==> src/rtl/mem_arbiter.sv <==
// mem_arbiter: shares the byte-wide RAM bus between instruction fetch
// and the load/store buffer, serialising 32-bit requests into bytes.
module mem_arbiter (
    input  logic        clk_in,
    input  logic        rst_in,
    input  logic        rdy_in,
    input  logic        clear,
    input  logic        io_buffer_full,
    input  logic [7:0]  mem_din,
    output logic [7:0]  mem_dout,
    output logic [31:0] mem_a,
    output logic        mem_wr,
    input  logic        if_req,
    input  logic [31:0] if_addr,
    output logic        if_done,
    output logic [31:0] if_data,
    input  logic        ls_req,
    input  logic        ls_wr,
    input  logic [1:0]  ls_size,
    input  logic [31:0] ls_addr,
    input  logic [31:0] ls_wdata,
    output logic        ls_done,
    output logic [31:0] ls_rdata
);

    typedef enum logic [1:0] {IDLE, READ, WRITE} state_t;

    state_t      state_q, state_d;
    logic [2:0]  cnt_q, cnt_d;
    logic [2:0]  nbytes_q, nbytes_d;
    logic [31:0] base_q, base_d;
    logic [31:0] wdata_q, wdata_d;
    logic [31:0] buf_q, buf_d;
    logic        src_if_q, src_if_d;
    logic        last_if_q, last_if_d;
    logic [31:0] mem_a_q, mem_a_d;
    logic [7:0]  mem_dout_q, mem_dout_d;
    logic        mem_wr_q, mem_wr_d;
    logic        if_done_q, if_done_d;
    logic        ls_done_q, ls_done_d;
    logic [31:0] if_data_q, if_data_d;
    logic [31:0] ls_rdata_q, ls_rdata_d;

    logic        grant_if, grant_ls;
    logic [31:0] sel_addr;
    logic [2:0]  nxt;
    logic [31:0] nxt_a;
    logic [1:0]  lane;
    logic [7:0]  wbyte;
    logic [31:0] asm;

    function automatic logic is_io(input logic [31:0] a);
        return a[17:16] == 2'b11;
    endfunction

    function automatic logic [2:0] size_bytes(input logic [1:0] s);
        case (s)
            2'd0:    return 3'd1;
            2'd1:    return 3'd2;
            default: return 3'd4;
        endcase
    endfunction

    // On a tie the requester that did not win last time gets the bus
    assign grant_if = if_req && (!ls_req || !last_if_q);
    assign grant_ls = ls_req && (!if_req || last_if_q);
    assign sel_addr = grant_if ? if_addr : ls_addr;

    assign nxt   = cnt_q + 3'd1;
    assign nxt_a = base_q + {29'd0, nxt};
    assign lane  = 2'(cnt_q - 3'd1);
    assign wbyte = wdata_q[{nxt[1:0], 3'b000} +: 8];

    // Merge the byte arriving this cycle into the assembly buffer
    always_comb begin
        asm = buf_q;
        asm[{lane, 3'b000} +: 8] = mem_din;
    end

    // Next-state and registered-output logic
    always_comb begin
        state_d    = state_q;
        cnt_d      = cnt_q;
        nbytes_d   = nbytes_q;
        base_d     = base_q;
        wdata_d    = wdata_q;
        buf_d      = buf_q;
        src_if_d   = src_if_q;
        last_if_d  = last_if_q;
        mem_a_d    = mem_a_q;
        mem_dout_d = mem_dout_q;
        mem_wr_d   = mem_wr_q;
        if_done_d  = 1'b0;
        ls_done_d  = 1'b0;
        if_data_d  = if_data_q;
        ls_rdata_d = ls_rdata_q;
        case (state_q)
            IDLE: begin
                mem_wr_d = 1'b0;
                if (!clear && !if_done_q && !ls_done_q
                    && (grant_if || grant_ls)) begin
                    cnt_d     = 3'd0;
                    buf_d     = 32'd0;
                    base_d    = sel_addr;
                    wdata_d   = ls_wdata;
                    src_if_d  = grant_if;
                    last_if_d = grant_if;
                    mem_a_d   = sel_addr;
                    nbytes_d  = grant_if ? 3'd4 : size_bytes(ls_size);
                    if (grant_ls && ls_wr) begin
                        state_d    = WRITE;
                        mem_dout_d = ls_wdata[7:0];
                        mem_wr_d   = !(is_io(ls_addr) && io_buffer_full);
                    end else begin
                        state_d = READ;
                    end
                end
            end
            READ: begin
                mem_wr_d = 1'b0;
                if (clear) begin
                    state_d = IDLE;
                end else begin
                    cnt_d = nxt;
                    if (nxt < nbytes_q)
                        mem_a_d = nxt_a;
                    if (cnt_q != 3'd0)
                        buf_d = asm;
                    if (cnt_q == nbytes_q) begin
                        state_d = IDLE;
                        if (src_if_q) begin
                            if_data_d = asm;
                            if_done_d = 1'b1;
                        end else begin
                            ls_rdata_d = asm;
                            ls_done_d  = 1'b1;
                        end
                    end
                end
            end
            WRITE: begin
                if (mem_wr_q) begin
                    if (nxt < nbytes_q) begin
                        cnt_d      = nxt;
                        mem_a_d    = nxt_a;
                        mem_dout_d = wbyte;
                        mem_wr_d   = !(is_io(nxt_a) && io_buffer_full);
                    end else begin
                        state_d   = IDLE;
                        mem_wr_d  = 1'b0;
                        ls_done_d = 1'b1;
                    end
                end else begin
                    mem_wr_d = !(is_io(mem_a_q) && io_buffer_full);
                end
            end
            default: begin
                state_d  = IDLE;
                mem_wr_d = 1'b0;
            end
        endcase
    end

    // State register; rdy_in low freezes everything
    always_ff @(posedge clk_in or posedge rst_in) begin
        if (rst_in) begin
            state_q    <= IDLE;
            cnt_q      <= 3'd0;
            nbytes_q   <= 3'd0;
            base_q     <= 32'd0;
            wdata_q    <= 32'd0;
            buf_q      <= 32'd0;
            src_if_q   <= 1'b0;
            last_if_q  <= 1'b1;
            mem_a_q    <= 32'd0;
            mem_dout_q <= 8'd0;
            mem_wr_q   <= 1'b0;
            if_done_q  <= 1'b0;
            ls_done_q  <= 1'b0;
            if_data_q  <= 32'd0;
            ls_rdata_q <= 32'd0;
        end else if (rdy_in) begin
            state_q    <= state_d;
            cnt_q      <= cnt_d;
            nbytes_q   <= nbytes_d;
            base_q     <= base_d;
            wdata_q    <= wdata_d;
            buf_q      <= buf_d;
            src_if_q   <= src_if_d;
            last_if_q  <= last_if_d;
            mem_a_q    <= mem_a_d;
            mem_dout_q <= mem_dout_d;
            mem_wr_q   <= mem_wr_d;
            if_done_q  <= if_done_d;
            ls_done_q  <= ls_done_d;
            if_data_q  <= if_data_d;
            ls_rdata_q <= ls_rdata_d;
        end
    end

    assign mem_a    = mem_a_q;
    assign mem_dout = mem_dout_q;
    assign mem_wr   = mem_wr_q;
    assign if_done  = if_done_q;
    assign ls_done  = ls_done_q;
    assign if_data  = if_data_q;
    assign ls_rdata = ls_rdata_q;

endmodule

==> config.mk <==
export PLATFORM = sky130hd
export DESIGN_NAME = mem_arbiter
export DESIGN_NICKNAME = d
export VERILOG_FILES = /design/src/rtl/mem_arbiter.sv
export SDC_FILE = /design/constraint.sdc
export NUM_CORES = 1
export LEC_CHECK = 0
export ABC_CLOCK_PERIOD_IN_PS = 12600
export CAP_MARGIN = 10
export CORE_MARGIN = 3
export CORE_UTILIZATION = 40
export CTS_BUF_LIST = sky130_fd_sc_hd__clkbuf_16
export DETAILED_ROUTE_END_ITERATION = 10
export PLACE_DENSITY = 0.7
export SYNTH_ARGS = -nofsm -noshare
export SYNTH_HDL_FRONTEND = slang
export SYNTH_SLANG_ARGS = --single-unit
==> constraint.sdc <==
create_clock -name clk_in -period 12.6 [get_ports clk_in]
set_input_delay 1.89 -clock clk_in [delete_from_list [all_inputs] [get_ports clk_in]]
set_output_delay 1.89 -clock clk_in [all_outputs]
set_load 0.005 [all_outputs]
# Word-level counts from Yosys, hierarchy flattened
# Index checks and enable logic that the tools add are counted.
[totals]
ff_bits = 213
input_bits = 114
output_inout_bits = 107
word_cells = 120
[op_classes]
add_sub_neg = 4
order_cmp = 1
eq_ne = 15
shifts = 3
muxes = 45
bitwise_logic = 2
n_reduce_logical = 35
[ops]
columns = ["operator", "n"]
rows = [
  ["32-bit 2-to-1 mux", 8],
  ["32-bit one-hot mux with 3 select lines", 1],
  ["32-bit one-hot mux with 2 select lines", 1],
  ["32-bit by 3-bit adder with 32-bit output", 1],
  ["32-bit bitwise mux", 1],
  ["8-bit 2-to-1 mux", 4],
  ["8-bit by 7-bit variable shift with 32-bit output, first input constant", 1],
  ["32-bit by 6-bit indexed part select with 8-bit output", 1],
  ["8-bit by 7-bit indexed part select with 32-bit output", 1],
  ["5-bit AND reduction", 5],
  ["8-bit one-hot mux with 2 select lines", 1],
  ["3-bit 2-to-1 mux", 5],
  ["2-bit != test, second input constant", 7],
  ["1-bit 2-to-1 mux", 13],
  ["2-bit 2-to-1 mux", 6],
  ["6-bit AND reduction", 2],
  ["1-bit logical AND", 9],
  ["1-bit logical NOT", 9],
  ["3-bit one-hot mux with 3 select lines", 1],
  ["2-bit equality test, second input constant", 4],
  ["5-bit negator with 7-bit output", 1],
  ["2-bit one-hot mux with 3 select lines", 1],
  ["3-bit one-hot mux with 2 select lines", 1],
  ["3-bit nonzero test", 2],
  ["other kinds (12)", 19],
]

# Longest topological paths before layout
# Gate-level depths: netlist of run 1.
[logic_depth]
depth_word = 8
depth_mapped = 11
ltp_nobuf = 8

# Worst setup path before layout of run 1
# OpenSTA, ideal clock, no wires.
[synth_path]
kind = "input to register"
from = "input clear"
to = "register mem_a_q[19] (netlist: mem_a[19])"
setup_ns = 0.087
t_arrival_ns = 3.110
required_ns = 12.513
slack_ns = 9.403
stages = 6
n_path_buf = 1
cell_sequence = "nor3_2 o2111ai_2 a211o_2 buf_2 or3_1 o211ai_1"
[synth_between]
elab_chain_cells = 6
word_cells_on_any_way = 7
cone_classes = "2 x eq/ne; 5 x reduce/logical"
[synth_rtl]
columns = ["item", "line_no", "text"]
rows = [
  ["start, declared", "7", "input logic clear,"],
  ["1-bit logical NOT", "100", "if (!clear && !if_done_q && !ls_done_q"],
  ["1-bit logical AND (2 in a row)", "100", ""],
  ["1-bit logical AND", "101", "&& (grant_if || grant_ls)) begin"],
  ["2-bit != test (no line)", "n/a", ""],
  ["5-bit AND reduction (no line) (*)", "n/a", ""],
  ["end signal, assigned", "191", "mem_a_q <= mem_a_d;"],
  ["end, declared", "36", "logic [31:0] mem_a_q, mem_a_d;"],
]
# Every way passes the cells marked *; elsewhere a longest branch is shown, timed or not.
# A chain may end at the register's enable or synchronous reset.

# Worst setup path in the final report of run 1
[layout_path]
from = "register cnt_q[0]"
to = "register mem_wr_q (netlist: mem_wr)"
[layout_between]
elab_chain_cells = 8
word_cells_on_any_way = 9
cone_classes = "2 x add/sub; 1 x order compare; 1 x eq/ne; 3 x mux; 2 x reduce/logical"
[layout_rtl]
columns = ["item", "line_no", "text"]
rows = [
  ["start, declared", "29", "logic [2:0] cnt_q, cnt_d;"],
  ["start signal, assigned", "184", "cnt_q <= cnt_d;"],
  ["3-bit by 1-bit adder with 3-bit output (*)", "69", "assign nxt = cnt_q + 3'd1;"],
  ["32-bit by 3-bit adder with 32-bit output", "70", "assign nxt_a = base_q + {29'd0, nxt};"],
  ["2-bit equality test", "53", "return a[17:16] == 2'b11;"],
  ["1-bit logical AND", "147", "mem_wr_d = !(is_io(nxt_a) && io_buffer_full);"],
  ["1-bit logical NOT", "147", ""],
  ["1-bit 2-to-1 mux (*)", "143", "if (nxt < nbytes_q) begin"],
  ["1-bit 2-to-1 mux (*)", "142", "if (mem_wr_q) begin"],
  ["1-bit one-hot mux with 2 select lines (*)", "97", "case (state_q)"],
  ["end signal, assigned", "193", "mem_wr_q <= mem_wr_d;"],
  ["end, declared", "38", "logic mem_wr_q, mem_wr_d;"],
]
# Marks and branches as above.

==> metrics.yaml, run 1 <==
rrSetupSlack_ps: 8230
hold_viol: 0
grt_start_max_net_pins: 93
run_status: "complete, no violations"
chipHeight_um: 168
cp_max_fo: 18
area_growth_pct: 29.8
start_util_pct: 41.1
cts_buffers: 24
drtAntennaViolNets: 0
synthCells: 1040
syn_area_per_cell_um2: 10.1
slew_headroom_pct: 21.5
drive_gt1_share_pct: 10.5
pre_cts_slack_ps: 7950
crit_chain: "inv_1 -> ha_1 -> fa_1 -> a21oi_1 -> nor4_2 -> a31oi_1 -> o32a_1 -> o21ai_1"
fmax_ghz: 0.229
clock_latency_ps: 510
ir_drop_mv: 0.113
min_path_type: "flop to flop"
grt_pass1_wl_um: 44700
htree_levels: 1
routed_via_density: 5.28
worst_slack_ps: 8230
ys_seq_area_share_pct: 50.9
port-buffer-count: 220
clockRootBuffer: "clkbuf_16"
overflow: 0
synth_cell_types: 60
crit_slowest_cell: "nor4_2"
critPathBufInv: 1
min_period_over_period_pct: 34.7
synth_fp_nets: 1171
r2r-end: "mem_wr$_DFFE_PP0P_"
gp_congestion: 0.828
whs_ps: 470
final_util_pct: 53.4
power.density_mw_per_mm2: 247
place_inst: 1528
rsz0062_at_grt: "false"
clkSlewWorstSetupHoldPaths_ps: 60
critical_path_class: "flop to flop"
netlist_area_mm2: 0.0105
layout_common_cells: "220 x clkdlybuf4s50_1, 212 x dfrtp_1, 118 x nand2_1, 105 x a21oi_1, 98 x nor2_1"
groute.usage.overall_pct: 19.1
finalSetupViolations: 0
crit_arrival_ps: 4810
dr.pass1.iters: 5
leakagePower_nw: 5.74
crit_path_end: "mem_wr$_DFFE_PP0P_"
routed_wl_um: 27400
cap_viol_max_count: 0
crit_path_start: "cnt_q[0]$_DFFE_PP0P_"
drtIter0Drc: 596
ys_warn_count: 0
r2r_cells: 8
end_kind: "flop"
synth_edf_count: 0
startpoint_type: "flop"
cts-hold-fix-buffers: 0
cp.required_ps: 13040
design.portCount: 221
die_w_um: 168
fin_nets: 1356
cp_top_family: "adder cells"
vias: 8285
wl_per_cell_um: 17.4
hpwl_um: 19000
synth_top_flop_cell: "dfrtp_1"
antenna_found_initial: 1
slowest_delay_ps: 970
post_cts_buffers: 0
maxSlewViolCount: 0
min_path_cells: 2
fp.dieArea_mm2: 0.0282
final_common_cell: "clkdlybuf4s50_1"
cts_tree: "yes"
crit_cells: 8
grt_pass1_vias: 8296
core_mm2: 0.0255
synth-seq-cells: 213
fill_cells: 2255
clock-sinks: 213
worst_pin_slew_ps: 1180
fp-row-count: 58
layoutNonFillerInstCount: 1570
r2r_start: "cnt_q[0]$_DFFE_PP0P_"
fin_skew_ps: 10.5
drc: 0
min_period_ps: 4370
synthArstFlopShare_pct: 100
fin_setup_tns_ps: 0
cts-resized-gates: 0
clk_path_buf_depth: 3
[cells in the mapped netlist, types with 7 or more instances]
| cell | instances | area share (%) |
|---|---|---|
| dfrtp_1 | 212 | 51 |
| nand2_1 | 118 | 4.2 |
| a21oi_1 | 105 | 5.0 |
| nor2_1 | 98 | 3.5 |
| o21ai_0 | 60 | 2.9 |
| mux2_2 | 56 | 6.0 |
| buf_2 | 44 | 2.1 |
| mux2i_1 | 39 | 3.7 |
| nor2b_1 | 37 | 2.2 |
| a31oi_1 | 35 | 2.1 |
| clkbuf_1 | 23 | 0.82 |
| xor2_1 | 23 | 1.9 |
| o21ai_1 | 21 | 1.0 |
| inv_1 | 17 | 0.61 |
| ha_1 | 16 | 1.9 |
| nand3_1 | 16 | 0.76 |
| o211ai_1 | 11 | 0.79 |
| or3_1 | 11 | 0.66 |
| and3_1 | 9 | 0.54 |
| mux4_2 | 8 | 1.7 |
| nand4_1 | 8 | 0.48 |
| nor3_1 | 7 | 0.33 |
[cell families after synthesis]
group | synth area share (%)
adder cells (fa/ha/maj) | 2.10
XOR/XNOR | 2.42
AND/OR/NAND/NOR | 14.9
flip-flops | 50.9
buffers and inverters | 3.82
AO/OA/AOI/OAI | 14.5
multiplexers | 11.5
[where the power goes]
part / internal (mW) / total, mW / leakage, nW / switching, mW
sequential: 0.988 / 1.21 / 2.61 / 0.218
combinational: 0.736 / 1.51 / 2.77 / 0.773
clock: 0.375 / 0.647 / 0.366 / 0.272
[layout make-up]
type                    count  area, um2  share of cell area, %
clock inverters            15       95.1                  0.699
well taps                 330        413                   3.04
clock buffers              25        626                   4.60
flip-flops and latches    213       5330                   39.2
multi-input cells         738       4770                   35.1
repair buffers            230       2290                   16.8
inverters                  18       75.1                  0.552
diodes                      1       2.50                 0.0184
[state kept, by name, summed over array words and instances, names as in the netlist]
name       flops
last_if_q      1
buf_q         32
base_q        32
mem_wr         1
if_done        1
nbytes_q       3
mem_a         32
wdata_q       32
ls_rdata      32
src_if_q       1
cnt_q          3
ls_done        1
if_data       32
mem_dout       8
state_q        2
[worst min-delay path, stage by stage, from the launching register on]
cell and delay, ps:
dfrtp_1 330, nand2_1 50, o21ai_0 60
[how the worst min path moves through the flow]
stage	start	end
4_1_cts	buf_q[13]$_DFFE_PP0P_	buf_q[13]$_DFFE_PP0P_
2_1_floorplan	buf_q[10]$_DFFE_PP0P_	buf_q[10]$_DFFE_PP0P_
6_report	buf_q[13]$_DFFE_PP0P_	buf_q[13]$_DFFE_PP0P_
5_1_grt	buf_q[5]$_DFFE_PP0P_	buf_q[5]$_DFFE_PP0P_
3_3_place_gp	buf_q[11]$_DFFE_PP0P_	buf_q[11]$_DFFE_PP0P_
3_5_place_dp	buf_q[13]$_DFFE_PP0P_	buf_q[13]$_DFFE_PP0P_
[per-layer routing]
layer	up-vias	wire, um	part of all wire (%)	track usage, %
met5	-	0	0	0
met4	0	630	2.3	4.34
met3	42	1840	6.7	4.34
met2	260	12300	45	30.6
met1	3972	12500	46	26.8
li1	4011	-	-	-
[metrics by stage]
step	power (mW)	area, um2
finish	3.36	13600
global route	3.63	13600
CTS	3.39	13600
detailed placement	2.73	12900
global placement	2.68	12900
floorplan	2.14	10500
(Power assumes the default switching activity.)
==> run 2, diff against run 1 <==
ABC_CLOCK_PERIOD_IN_PS = 4000   (was 12600)
PLACE_DENSITY = 0.73   (was 0.7)
clock period = 4 ns   (was 12.6 ns; I/O delays follow)
==> run 2 against run 1 <==
Effect of this change: worst hold slack improved by 6.0 ps; die area is the same; largest cell class unchanged; count of clock-buffer cells in the layout stayed put; flip-flop and latch count unchanged.
==> metrics.yaml, run 2 (synthesis results as in run 1) <==
routed_wl_um: 27500
grt_pass1_wl_um: 44900
layout_common_cells: "220 x clkdlybuf4s50_1, 212 x dfrtp_1, 118 x nand2_1, 105 x a21oi_1, 98 x nor2_1"
power.density_mw_per_mm2: 776
run_status: "complete, no violations"
final_common_cell: "clkdlybuf4s50_1"
design.portCount: 221
fin_nets: 1362
grt_pass1_vias: 8428
fin_skew_ps: 13.2
wl_per_cell_um: 17.5
dr.pass1.iters: 5
cts-resized-gates: 0
area_growth_pct: 30.6
r2r_cells: 8
crit_top_cell: "ha_1"
groute.usage.overall_pct: 19.1
ir_drop_mv: 0.406
slowest_delay_ps: 650
overflow: 0
drtIter0Drc: 719
hpwl_um: 19400
crit_slowest_cell: "a211o_2"
crit_chain: "inv_1 -> ha_1 -> ha_1 -> nor2b_1 -> o21a_1 -> a211o_2 -> or3_1 -> o211ai_1"
crit_arrival_ps: 3510
clockRootBuffer: "clkbuf_16"
startpoint_type: "flop"
critical_path_class: "flop to flop"
start_util_pct: 41.1
fill_cells: 2250
antenna_found_initial: 0
maxSlewViolCount: 0
postLayoutCellArea_mm2: 0.0137
critPathBufInv: 1
routed_via_density: 5.32
cp_top_family: "compound AO/OA/AOI/OAI gates"
clkSlewWorstSetupHoldPaths_ps: 60
grt_start_max_net_pins: 79
die_w_um: 168
min_path_type: "flop to flop"
drtAntennaViolNets: 0
cts-hold-fix-buffers: 0
crit_cells: 8
fp-row-count: 58
diodes: 0
htree_levels: 1
end_kind: "flop"
leakagePower_nw: 5.79
cts_buffers: 24
worst_pin_slew_ps: 1050
finalSetupViolations: 0
clock-sinks: 213
gp_congestion: 0.867
drive_gt1_share_pct: 10.8
hold_viol: 0
clock_latency_ps: 510
cp.required_ps: 4400
vias: 8384
port-buffer-count: 220
cap_viol_max_count: 0
cp_max_fo: 51
post_cts_buffers: 0
cts_tree: "yes"
fmax_ghz: 0.322
min_period_ps: 3100
core_mm2: 0.0255
clk_path_buf_depth: 3
min_path_cells: 2
fp.dieArea_mm2: 0.0282
chipHeight_um: 168
rsz0062_at_grt: "false"
fin_setup_tns_ps: 0
min_period_over_period_pct: 77.5
slew_headroom_pct: 29.9
placed_cell_area_mm2: 0.0130
drc: 0
## run 2: report_power, final
| part | internal (mW) | switching, mW | total, mW | leakage (nW) |
|---|---|---|---|---|
| sequential | 3.11 | 0.656 | 3.77 | 2.61 |
| combinational | 2.34 | 2.47 | 4.81 | 2.81 |
| clock | 1.19 | 0.852 | 2.04 | 0.378 |
| total | 6.64 | 3.98 | 10.6 | 5.79 |
## run 2: worst paths after layout
kind	from	end	slack (ps)
max in group asynchronous	rst_in	last_if_q$_DFFE_PP1P_	2420
worst min-delay path	buf_q[25]$_DFFE_PP0P_	buf_q[25]$_DFFE_PP0P_	480
min in group asynchronous	rst_in	ls_rdata[5]$_DFFE_PP0P_	640
worst max register to register	cnt_q[1]$_DFFE_PP0P_	mem_a[9]$_DFFE_PP0P_	900
worst min register to register	buf_q[25]$_DFFE_PP0P_	buf_q[25]$_DFFE_PP0P_	480
worst max-delay path	cnt_q[1]$_DFFE_PP0P_	mem_a[9]$_DFFE_PP0P_	900
## run 2: worst register-to-register path, stage by stage (launching register included)
cell and delay, ps:
dfrtp_1 440, inv_1 120, ha_1 520, ha_1 300, nor2b_1 130, o21a_1 220, a211o_2 650, or3_1 510
o211ai_1 110
## run 2: area by class of cell
type | count | area, um2 | share of cell area [%]
tap | 330 | 413 | 3.02
clock buffer | 25 | 626 | 4.57
clock inverter | 17 | 104 | 0.759
inverter | 18 | 71.3 | 0.521
timing repair buffer | 236 | 2370 | 17.3
sequential | 213 | 5330 | 38.9
multi-input combinational | 738 | 4770 | 34.9
## run 2: per-layer routing
layer | wire (um) | GRT usage, %
met1 | 12200 | 27.1
met2 | 12900 | 30.6
met5 | 0 | 0
met3 | 1900 | 4.16
met4 | 563 | 4.13
## run 2: per-stage QoR
step	setup WS (ps)	cells	util, %	hold WS (ps)	power (mW)
3_5_place_dp	904	1535	50.9	462	8.64
6_report	899	1577	53.7	476	10.6
3_3_place_gp	1050	1535	50.9	454	8.48
2_1_floorplan	631	1040	-	442	6.74
4_1_cts	888	1577	53.7	474	10.7
5_1_grt	703	1577	53.7	496	11.4
